===== config.mk =====
export PLATFORM = sky130hd
export DESIGN_NAME = hilo_muldiv
export DESIGN_NICKNAME = d
export VERILOG_FILES = /design/src/rtl/muldiv_pkg.sv /design/src/rtl/muldiv_div_iter.sv /design/src/rtl/hilo_muldiv.sv
export SDC_FILE = /design/constraint.sdc
export NUM_CORES = 1
export LEC_CHECK = 0
export CAP_MARGIN = 20
export CELL_PAD_IN_SITES_DETAIL_PLACEMENT = 0
export CELL_PAD_IN_SITES_GLOBAL_PLACEMENT = 1
export CORE_ASPECT_RATIO = 0.75
export CORE_UTILIZATION = 45
export CTS_CLUSTER_SIZE = 28
export DETAILED_ROUTE_END_ITERATION = 10
export DONT_BUFFER_PORTS = 1
export GPL_TIMING_DRIVEN = 0
export MAX_ROUTING_LAYER = met4
export PLACE_DENSITY = 0.73
export SLEW_MARGIN = 20
export SYNTH_ARGS = -nofsm -noshare
export SYNTH_HDL_FRONTEND = slang
export SYNTH_SLANG_ARGS = --single-unit

===== constraint.sdc =====
create_clock -name clk_i -period 5.5 [get_ports clk_i]
set_input_delay 0.825 -clock clk_i [delete_from_list [all_inputs] [get_ports clk_i]]
set_output_delay 0.825 -clock clk_i [all_outputs]
set_load 0.01 [all_outputs]

===== src/rtl/muldiv_pkg.sv =====
// Shared encodings for the HI/LO multiply/divide unit.
// Operation codes, FSM states and the default datapath width.
package muldiv_pkg;

  localparam int unsigned MD_WIDTH = 32;

  typedef enum logic [2:0] {
    MD_MULT  = 3'd0,
    MD_MULTU = 3'd1,
    MD_DIV   = 3'd2,
    MD_DIVU  = 3'd3,
    MD_MTHI  = 3'd4,
    MD_MTLO  = 3'd5
  } md_op_e;

  typedef enum logic [1:0] {
    StIdle,
    StMul,
    StDiv,
    StFix
  } md_state_e;

  // True for the iterative ops that must stall the pipeline.
  function automatic logic is_md_op(input logic [2:0] op);
    return (op == MD_MULT) || (op == MD_MULTU) || (op == MD_DIV) || (op == MD_DIVU);
  endfunction

endpackage


===== src/rtl/muldiv_div_iter.sv =====
// Restoring unsigned divider, one quotient bit per cycle, WIDTH iterations.
// last_o is high in the cycle whose closing edge writes the final quotient/remainder.
module muldiv_div_iter #(
  parameter int unsigned WIDTH = 32
) (
  input  logic             clk_i,
  input  logic             resetn_i,
  input  logic             load_i,
  input  logic             cancel_i,
  input  logic [WIDTH-1:0] dividend_i,
  input  logic [WIDTH-1:0] divisor_i,
  output logic [WIDTH-1:0] quot_o,
  output logic [WIDTH-1:0] rem_o,
  output logic             last_o
);

  localparam int unsigned CntW = $clog2(WIDTH);

  logic             run_q;
  logic [CntW-1:0]  cnt_q;
  logic [WIDTH-1:0] rem_q, rem_d;
  logic [WIDTH-1:0] quot_q, quot_d;
  logic [WIDTH-1:0] divisor_q;
  logic [WIDTH:0]   shifted;
  logic             ge;

  // The quotient register starts as the dividend; its MSB feeds the remainder each step.
  always_comb begin
    shifted = {rem_q, quot_q[WIDTH-1]};
    ge      = shifted >= {1'b0, divisor_q};
    rem_d   = ge ? (shifted[WIDTH-1:0] - divisor_q) : shifted[WIDTH-1:0];
    quot_d  = {quot_q[WIDTH-2:0], ge};
  end

  assign last_o = run_q && (cnt_q == '0);
  assign quot_o = quot_q;
  assign rem_o  = rem_q;

  always_ff @(posedge clk_i or negedge resetn_i) begin
    if (!resetn_i) begin
      run_q     <= 1'b0;
      cnt_q     <= '0;
      rem_q     <= '0;
      quot_q    <= '0;
      divisor_q <= '0;
    end else if (load_i) begin
      run_q     <= 1'b1;
      cnt_q     <= CntW'(WIDTH - 1);
      rem_q     <= '0;
      quot_q    <= dividend_i;
      divisor_q <= divisor_i;
    end else if (run_q) begin
      if (cancel_i) begin
        run_q <= 1'b0;
      end else begin
        rem_q  <= rem_d;
        quot_q <= quot_d;
        if (cnt_q == '0) begin
          run_q <= 1'b0;
        end else begin
          cnt_q <= cnt_q - 1'b1;
        end
      end
    end
  end

endmodule


===== src/rtl/hilo_muldiv.sv =====
// Multi-cycle multiply/divide unit with architectural HI/LO registers.
// Define MULDIV_FAST_MUL_EN for a single-cycle native multiplier; divide stays iterative.
module hilo_muldiv
  import muldiv_pkg::*;
#(
  parameter int unsigned WIDTH = MD_WIDTH
) (
  input  logic             clk_i,
  input  logic             resetn_i,
  input  logic             start_i,
  input  logic [2:0]       op_i,
  input  logic [WIDTH-1:0] a_i,
  input  logic [WIDTH-1:0] b_i,
  input  logic             cancel_i,
  output logic             busy_o,
  output logic             done_o,
  output logic [WIDTH-1:0] hi_o,
  output logic [WIDTH-1:0] lo_o
);

  md_state_e          state_q;
  logic [2*WIDTH-1:0] prod_q;
  logic [2*WIDTH-1:0] mul_init;
  logic               neg_res_q, neg_rem_q, is_div_q, div_zero_q;
  logic [WIDTH-1:0]   hi_q, lo_q;

  logic               signed_op;
  logic [WIDTH-1:0]   abs_a, abs_b;
  logic               div_load;
  logic [WIDTH-1:0]   quot, rem;
  logic               div_last;
  logic [WIDTH-1:0]   fix_hi, fix_lo;

  assign signed_op = (op_i == MD_MULT) || (op_i == MD_DIV);
  assign abs_a     = (signed_op && a_i[WIDTH-1]) ? -a_i : a_i;
  assign abs_b     = (signed_op && b_i[WIDTH-1]) ? -b_i : b_i;
  assign div_load  = (state_q == StIdle) && start_i && !cancel_i &&
                     ((op_i == MD_DIV) || (op_i == MD_DIVU));

`ifdef MULDIV_FAST_MUL_EN
  assign mul_init = {{WIDTH{1'b0}}, abs_a} * {{WIDTH{1'b0}}, abs_b};
`else
  localparam int unsigned CntW = $clog2(WIDTH);

  logic [CntW-1:0]    cnt_q;
  logic [WIDTH-1:0]   mcand_q;
  logic [WIDTH:0]     mul_sum;
  logic [2*WIDTH-1:0] prod_d;

  // Accumulator holds {partial sum, unconsumed multiplier bits}; shift right each step.
  always_comb begin
    mul_sum = {1'b0, prod_q[2*WIDTH-1:WIDTH]} + (prod_q[0] ? {1'b0, mcand_q} : '0);
    prod_d  = {mul_sum, prod_q[WIDTH-1:1]};
  end

  assign mul_init = {{WIDTH{1'b0}}, abs_b};
`endif

  muldiv_div_iter #(
    .WIDTH(WIDTH)
  ) u_div (
    .clk_i     (clk_i),
    .resetn_i  (resetn_i),
    .load_i    (div_load),
    .cancel_i  (cancel_i),
    .dividend_i(abs_a),
    .divisor_i (abs_b),
    .quot_o    (quot),
    .rem_o     (rem),
    .last_o    (div_last)
  );

  // Sign correction applied to the unsigned magnitude results.
  always_comb begin
    fix_hi = prod_q[2*WIDTH-1:WIDTH];
    fix_lo = prod_q[WIDTH-1:0];
    if (is_div_q) begin
      fix_lo = neg_res_q ? -quot : quot;
      fix_hi = neg_rem_q ? -rem : rem;
      if (div_zero_q) begin
        fix_lo = '1;
      end
    end else if (neg_res_q) begin
      {fix_hi, fix_lo} = -prod_q;
    end
  end

  always_ff @(posedge clk_i or negedge resetn_i) begin
    if (!resetn_i) begin
      state_q    <= StIdle;
      prod_q     <= '0;
      neg_res_q  <= 1'b0;
      neg_rem_q  <= 1'b0;
      is_div_q   <= 1'b0;
      div_zero_q <= 1'b0;
      hi_q       <= '0;
      lo_q       <= '0;
`ifndef MULDIV_FAST_MUL_EN
      cnt_q      <= '0;
      mcand_q    <= '0;
`endif
    end else begin
      unique case (state_q)
        StIdle: begin
          if (start_i && !cancel_i) begin
            case (op_i)
              MD_MULT, MD_MULTU: begin
                prod_q    <= mul_init;
                neg_res_q <= signed_op && (a_i[WIDTH-1] ^ b_i[WIDTH-1]);
                is_div_q  <= 1'b0;
`ifdef MULDIV_FAST_MUL_EN
                state_q   <= StFix;
`else
                mcand_q   <= abs_a;
                cnt_q     <= CntW'(WIDTH - 1);
                state_q   <= StMul;
`endif
              end
              MD_DIV, MD_DIVU: begin
                neg_res_q  <= signed_op && (a_i[WIDTH-1] ^ b_i[WIDTH-1]);
                neg_rem_q  <= signed_op && a_i[WIDTH-1];
                is_div_q   <= 1'b1;
                div_zero_q <= (b_i == '0);
                state_q    <= StDiv;
              end
              MD_MTHI: hi_q <= a_i;
              MD_MTLO: lo_q <= a_i;
              default: ;
            endcase
          end
        end
        StMul: begin
`ifdef MULDIV_FAST_MUL_EN
          state_q <= StIdle;
`else
          if (cancel_i) begin
            state_q <= StIdle;
          end else begin
            prod_q <= prod_d;
            if (cnt_q == '0) begin
              state_q <= StFix;
            end else begin
              cnt_q <= cnt_q - 1'b1;
            end
          end
`endif
        end
        StDiv: begin
          if (cancel_i) begin
            state_q <= StIdle;
          end else if (div_last) begin
            state_q <= StFix;
          end
        end
        StFix: begin
          state_q <= StIdle;
          if (!cancel_i) begin
            hi_q <= fix_hi;
            lo_q <= fix_lo;
          end
        end
        default: state_q <= StIdle;
      endcase
    end
  end

  // busy drops in the fix cycle so the next instruction advances as the result lands.
  assign busy_o = (state_q == StMul) || (state_q == StDiv) || (start_i && is_md_op(op_i));
  assign done_o = (state_q == StFix) && !cancel_i;
  assign hi_o   = hi_q;
  assign lo_o   = lo_q;

endmodule

==> impl_metrics.yaml, run 1 <==
run_status:
  status: "finished, violations left"
  violations: "hold timing"
timing:
  rsz0062_at_grt: "false"
  fmax_mhz: 229
  tightest_slew_ns: 1.29
  setup_viol: 0
  slew_headroom_pct: 14.2
  timing.final.crit_period_ns: 4.37
  fin_skew_ns: 0.0187
  maxSlewViolCount: 0
  final_hold_viol_count: 20
  fin_setup_tns_ns: 0
  post-route-period-util_pct: 79.5
  holdWs_ns: -0.0733
clocking:
  clk-insertion-delay-late_ns: 0.60
  h-tree-depth: 1
  path_clk_slew_ns: 0.07
  numCtsBuffers: 29
  cts.root.buffer_cell: "clkbuf_16"
  cts_resized: 0
  post-cts-setup-buffer-count: 0
  ctsLongestPathBuffers: 3
  cts_sinks: 273
  cts_tree: "built"
floorplanning:
  die_y_um: 183
  num_rows: 66
  die_area_mm2: 0.0447
  pin_count: 137
  dieWidth_um: 244
  start_util_pct: 45.6
  coreArea_mm2: 0.0433
global_routing:
  gr-total-overflow: 0
  antenna_found_initial: 3
  grt_pass1_wl_um: 118000
  grt_start_max_net_pins: 274
  grt_usage_pct: 36.8
  first_global_vias: 17600
setup_path:
  reg2reg_slack_ns: 1.13
  endpoint_kind: "register"
  crit_fanout: 10
  cp.arrival_ns: 4.84
  slowest_delay_ns: 0.64
  crit_buf_inv: 2
  path_class: "register to register"
  worstPathRequired_ns: 5.97
  crit_family: "compound AO/OA/AOI/OAI gates"
  startpoint_type: "register"
  crit_slowest_cell: "dfrtp_1"
  crit_chain: "clkbuf_1 > and2_1 > ha_1 > inv_1 > fa_1 > nor2b_1 > o31ai_1 > a2111oi_0 > o31ai_1 > a21boi_0 > o211ai_1 > a21boi_0 > mux2i_1 > nand3_1"
logic_synthesis:
  synthesis.area_mm2: 0.0197
  avgSynthCellArea_um2: 8.08
  synth_area_leaders: "dfrtp_1, a21oi_1, xnor2_1"
  ys_async_sr_fraction_pct: 100
  synth_edf_count: 0
  netlist_instances: 2440
  syn_nets: 2590
  ys_warn_count: 0
  synth_cell_types: 74
  ys_seq_area_share_pct: 34.6
  synth-seq-cells: 273
  synth_top_area_share_pct: 34.6
  yosys.area.top_type: "dfrtp_1"
  synth_flop_cell: "dfrtp_1"
route:
  drtAntennaViolNets: 0
  wirelength_um: 81000
  drc: 0
  wl_per_cell_um: 26.3
  avgViaCountPerCell: 6.26
  drt-pass1-iter-count: 7
  drt_iter0_drc: 2338
  dr_total_vias: 19200
final_layout:
  mostFrequentLayoutCells: "a21oi_1, dfrtp_1, nor2_1"
  drive_above_1_share_pct: 3.33
  layout_commonest_cell: "a21oi_1"
  fin_cells: 3075
  final_net_count: 2623
  areaGrowthSynthToFinish_pct: 9.02
place:
  dpl.hpwl_um: 64300
  port_buffers: 0
  dp.cells: 3020
  gp_congestion: 1.05
power_and_ir_drop:
  power_leakage_nw: 8.89
  power.density_mw_per_mm2: 704
  peakVddDrop_v: 0.000365
job:
  maxCapViolCount: 0
hold_path:
  hold_path.class: "primary input to async pin"
## metrics by stage
step	total power, mW	util (%)	instance area [um^2]	worst slack, ns	hold slack, ns
2_1_floorplan	9.71	-	19700	2.23	0.450
3_3_place_gp	12.5	47.2	20400	1.20	0.463
3_5_place_dp	12.6	47.3	20500	1.18	0.471
4_1_cts	14.8	49.7	21500	1.15	-0.0846
5_1_grt	16.0	49.7	21500	0.772	-0.0860
6_report	15.1	49.7	21500	1.13	-0.0733
## power by group
| part | switching [mW] | leakage (nW) | internal, mW | total [mW] |
|---|---|---|---|---|
| Clock | 0.933 | 0.500 | 1.24 | 2.17 |
| Combinational | 5.60 | 5.05 | 3.11 | 8.70 |
| Sequential | 1.33 | 3.35 | 2.93 | 4.26 |
| Total | 7.86 | 8.89 | 7.27 | 15.1 |
## logic make-up (layout without fill, tap and decap cells)
family	Yosys count	in the layout	synth area share (%)
AOI/OAI and AO/OA	804	804	24.7
xor gates and xnor gates	239	239	10.6
adders and majority gates	79	79	5.09
buffers and inverters	223	278	4.26
DFF	273	273	34.6
muxes	37	37	1.90
other	0	2	0
and+or+nand+nor	785	785	18.8
## cells in the mapped netlist, types with 10 or more instances
library cell	count
o31ai_1	47
inv_1	80
o21ai_0	216
nand2_1	238
nor3_1	41
o41ai_1	18
o21a_1	11
xnor2_1	139
clkbuf_1	131
or3_1	25
nand3_1	40
a31oi_1	33
o221ai_1	10
dfrtp_1	273
a211oi_1	55
nor4_1	17
a21o_1	51
xor2_1	100
ha_1	77
nand4_1	17
nand2b_1	16
a21oi_1	280
o21bai_1	14
o211ai_1	14
or4_1	18
nor2_1	239
mux2i_1	33
nor2b_1	26
and2_1	68
## worst reg2reg max path, cell delays in order (launching register included)
cell and delay, ns:
dfrtp_1 0.64, clkbuf_1 0.40, and2_1 0.20, ha_1 0.17, inv_1 0.06, fa_1 0.40, nor2b_1 0.19, o31ai_1 0.16
a2111oi_0 0.58, o31ai_1 0.20, a21boi_0 0.46, o211ai_1 0.18, a21boi_0 0.28, mux2i_1 0.23, nand3_1 0.09
## final cells by class
type,instances,area [um^2]
Antenna cell,2,5.00
Clock inverter,16,200
Inverter,81,304
Tap cell,578,723
Clock buffer,37,816
Buffer,142,536
Multi-Input combinational cell,1944,12100
Fill cell,4399,21800
Sequential cell,273,6830
Timing Repair Buffer,2,26.3
## path summary, 6_finish.rpt
kind                                startpoint                  end  cells after the start
setup / recovery                     prod_q[0]           prod_q[61]                     14
hold / removal                        resetn_i       u_div.rem_o[8]                      0
min in group clk_i                     b_i[31]           div_zero_q                      1
hold reg to reg            u_div.divisor_q[25]  u_div.divisor_q[25]                      2
setup reg to reg                     prod_q[0]           prod_q[61]                     14
max in group asynchronous             resetn_i       u_div.rem_o[2]                      0
## registers in the layout, indices dropped and copies added, names as in the netlist, 2 cells and up
register,flops
hi_o,32
state_q,2
lo_o,32
cnt_q,5
prod_q,64
u_div.divisor_q,32
u_div.quot_o,32
u_div.cnt_q,5
u_div.rem_o,32
mcand_q,32
## metal layers
metal | global-route usage, % | wire length [um]
met5 | - | 0
met4 | 6.88 | 1550
met3 | 12.1 | 9970
met2 | 47.5 | 31100
met1 | 54.8 | 38400
(Power assumes the default switching activity.)
==> run 2, diff against run 1 <==
Settings changed: CORE_UTILIZATION 45 to 44, PLACE_DENSITY 0.73 to 0.75.
Clock period 5.5 ns to 3.6 ns, I/O delays scaled along.
==> impl_metrics.yaml, run 2 (synthesized netlist as in run 1, its figures left out) <==
final_layout:
  final_net_count: 2646
  final_util_pct: 50.6
  largest_register: "prod_q"
  mostFrequentLayoutCells: "a21oi_1, dfrtp_1, nor2_1"
  drive_above_1_share_pct: 6.66
  areaGrowthSynthToFinish_pct: 12.3
  layout_commonest_cell: "a21oi_1"
  fillers: 4321
  final_area_mm2: 0.0222
  fin_cells: 3102
  largest_reg_flops: 64
  regArea_mm2: 0.00683
  multi_input_area_mm2: 0.0124
power_and_ir_drop:
  peakVddDrop_v: 0.000592
  power.density_mw_per_mm2: 1080
  power_leakage_nw: 9.10
  total_power_mw: 24.0
clocking:
  cts.root.buffer_cell: "clkbuf_16"
  clk-insertion-delay-late_ns: 0.54
  ctsLongestPathBuffers: 3
  cts_tree: "built"
  cts_sinks: 273
  h-tree-depth: 2
  path_clk_slew_ns: 0.06
  numCtsBuffers: 34
global_routing:
  antenna_found_initial: 5
  grt_use_met2_pct: 48.6
  gr-total-overflow: 0
  grt_start_max_net_pins: 274
  grtUsageMet1_pct: 53.6
  first_global_vias: 17900
  grt_usage_pct: 36.7
  met3_usage_pct: 12.0
  top_usage_layer: "met1"
  grt_pass1_wl_um: 119000
route:
  drt-pass1-iter-count: 7
  drc: 0
  wl_per_cell_um: 26.6
  drtAntennaViolNets: 0
  drt_iter0_drc: 1962
  avgViaCountPerCell: 6.26
  dr_total_vias: 19400
  wirelength_um: 82500
setup_path:
  crit_fanout: 5
  slowest_delay_ns: 0.59
  path_class: "register to register"
  crit_chain: "or4_4 > or4b_4 > nor3_4 > nand4_1 > buf_4 > o31ai_1 > xor2_1 > o21ai_0 > a21oi_1 > a21oi_1"
  worstPathRequired_ns: 3.98
  endpoint_kind: "register"
  crit_buf_inv: 1
  crit_path_frequent_cell: "a21oi_1"
  startpoint_type: "register"
  cp.arrival_ns: 3.95
  crit_family: "simple AND/OR/NAND/NOR gates"
  crit_slowest_cell: "or4_4"
floorplanning:
  num_rows: 66
  die_y_um: 185
  die_area_mm2: 0.0457
  coreArea_mm2: 0.0438
  dieWidth_um: 246
  pin_count: 137
  start_util_pct: 45.1
place:
  dpl.hpwl_um: 65300
  placed_area_mm2: 0.0205
  pre_cts_ws_ns: -0.748
  port_buffers: 0
  dp.cells: 3020
  gp_congestion: 1.01
job:
  maxCapViolCount: 0
timing:
  tightest_slew_ns: 1.09
  holdWs_ns: -0.298
  fmax_mhz: 280
  rsz0062_at_grt: "true"
  slew_headroom_pct: 27.1
  worst_slack_ns: 0.0307
  maxSlewViolCount: 0
  setup_viol: 0
  timing.final.crit_period_ns: 3.57
  final_hold_viol_count: 273
  post-route-period-util_pct: 99.1
  fin_setup_tns_ns: 0
  fin_skew_ns: 0.0186
hold_path:
  hold_path.class: "primary input to async pin"
run_status:
  status: "finished, violations left"
  violations: "hold timing"
## run 2: changes by cell type in the layout (fill, tap and decap cells not counted), sizes merged
cell | previous run | this run
clkinvlp | 2 | 5
bufinv | 4 | 2
clkbuf | 168 | 178
buf | 13 | 31
clkinv | 8 | 7
inv | 83 | 82
## run 2: repair_timing
item	CTS	global route
endpoints found under the setup margin	63	64
pin swaps	7	27
resized for setup	35	51
buffers inserted	3	16
hold endpoints to repair	273	273
## run 2: where the power goes
| group | total [mW] | leakage, nW | switching, mW | internal, mW |
|---|---|---|---|---|
| Sequential | 6.52 | 3.34 | 2.04 | 4.48 |
| Combinational | 13.9 | 5.20 | 8.87 | 5.01 |
| Clock | 3.60 | 0.560 | 1.49 | 2.11 |
| Total | 24.0 | 9.10 | 12.4 | 11.6 |
## run 2: layout make-up
class | instances | area share, %
Antenna cell | 2 | 0.0226
Buffer | 141 | 2.45
Clock buffer | 47 | 4.52
Clock inverter | 15 | 0.740
Inverter | 81 | 1.38
Multi-Input combinational cell | 1944 | 56.0
Sequential cell | 273 | 30.9
Tap cell | 578 | 3.26
Timing Repair Buffer | 21 | 0.780
## run 2: per-layer routing
layer  up-vias  share of wire [%]
li1       8810                  -
met1      9578                 47
met2       924                 39
met3       120                 12
met4         0                2.2
met5         -                  0
## run 2: final timing paths
check                      cells past startpoint  slack, ns                 from             endpoint
hold / removal                                 0      -0.30             resetn_i      u_div.rem_o[19]
hold reg to reg                                2       0.48  u_div.divisor_q[30]  u_div.divisor_q[30]
min in group clk_i                             1       0.11              b_i[31]           div_zero_q
max in group asynchronous                      0       3.20             resetn_i      u_div.quot_o[3]
setup / recovery                              10       0.03           prod_q[18]             hi_o[25]
setup reg to reg                              10       0.03           prod_q[18]             hi_o[25]
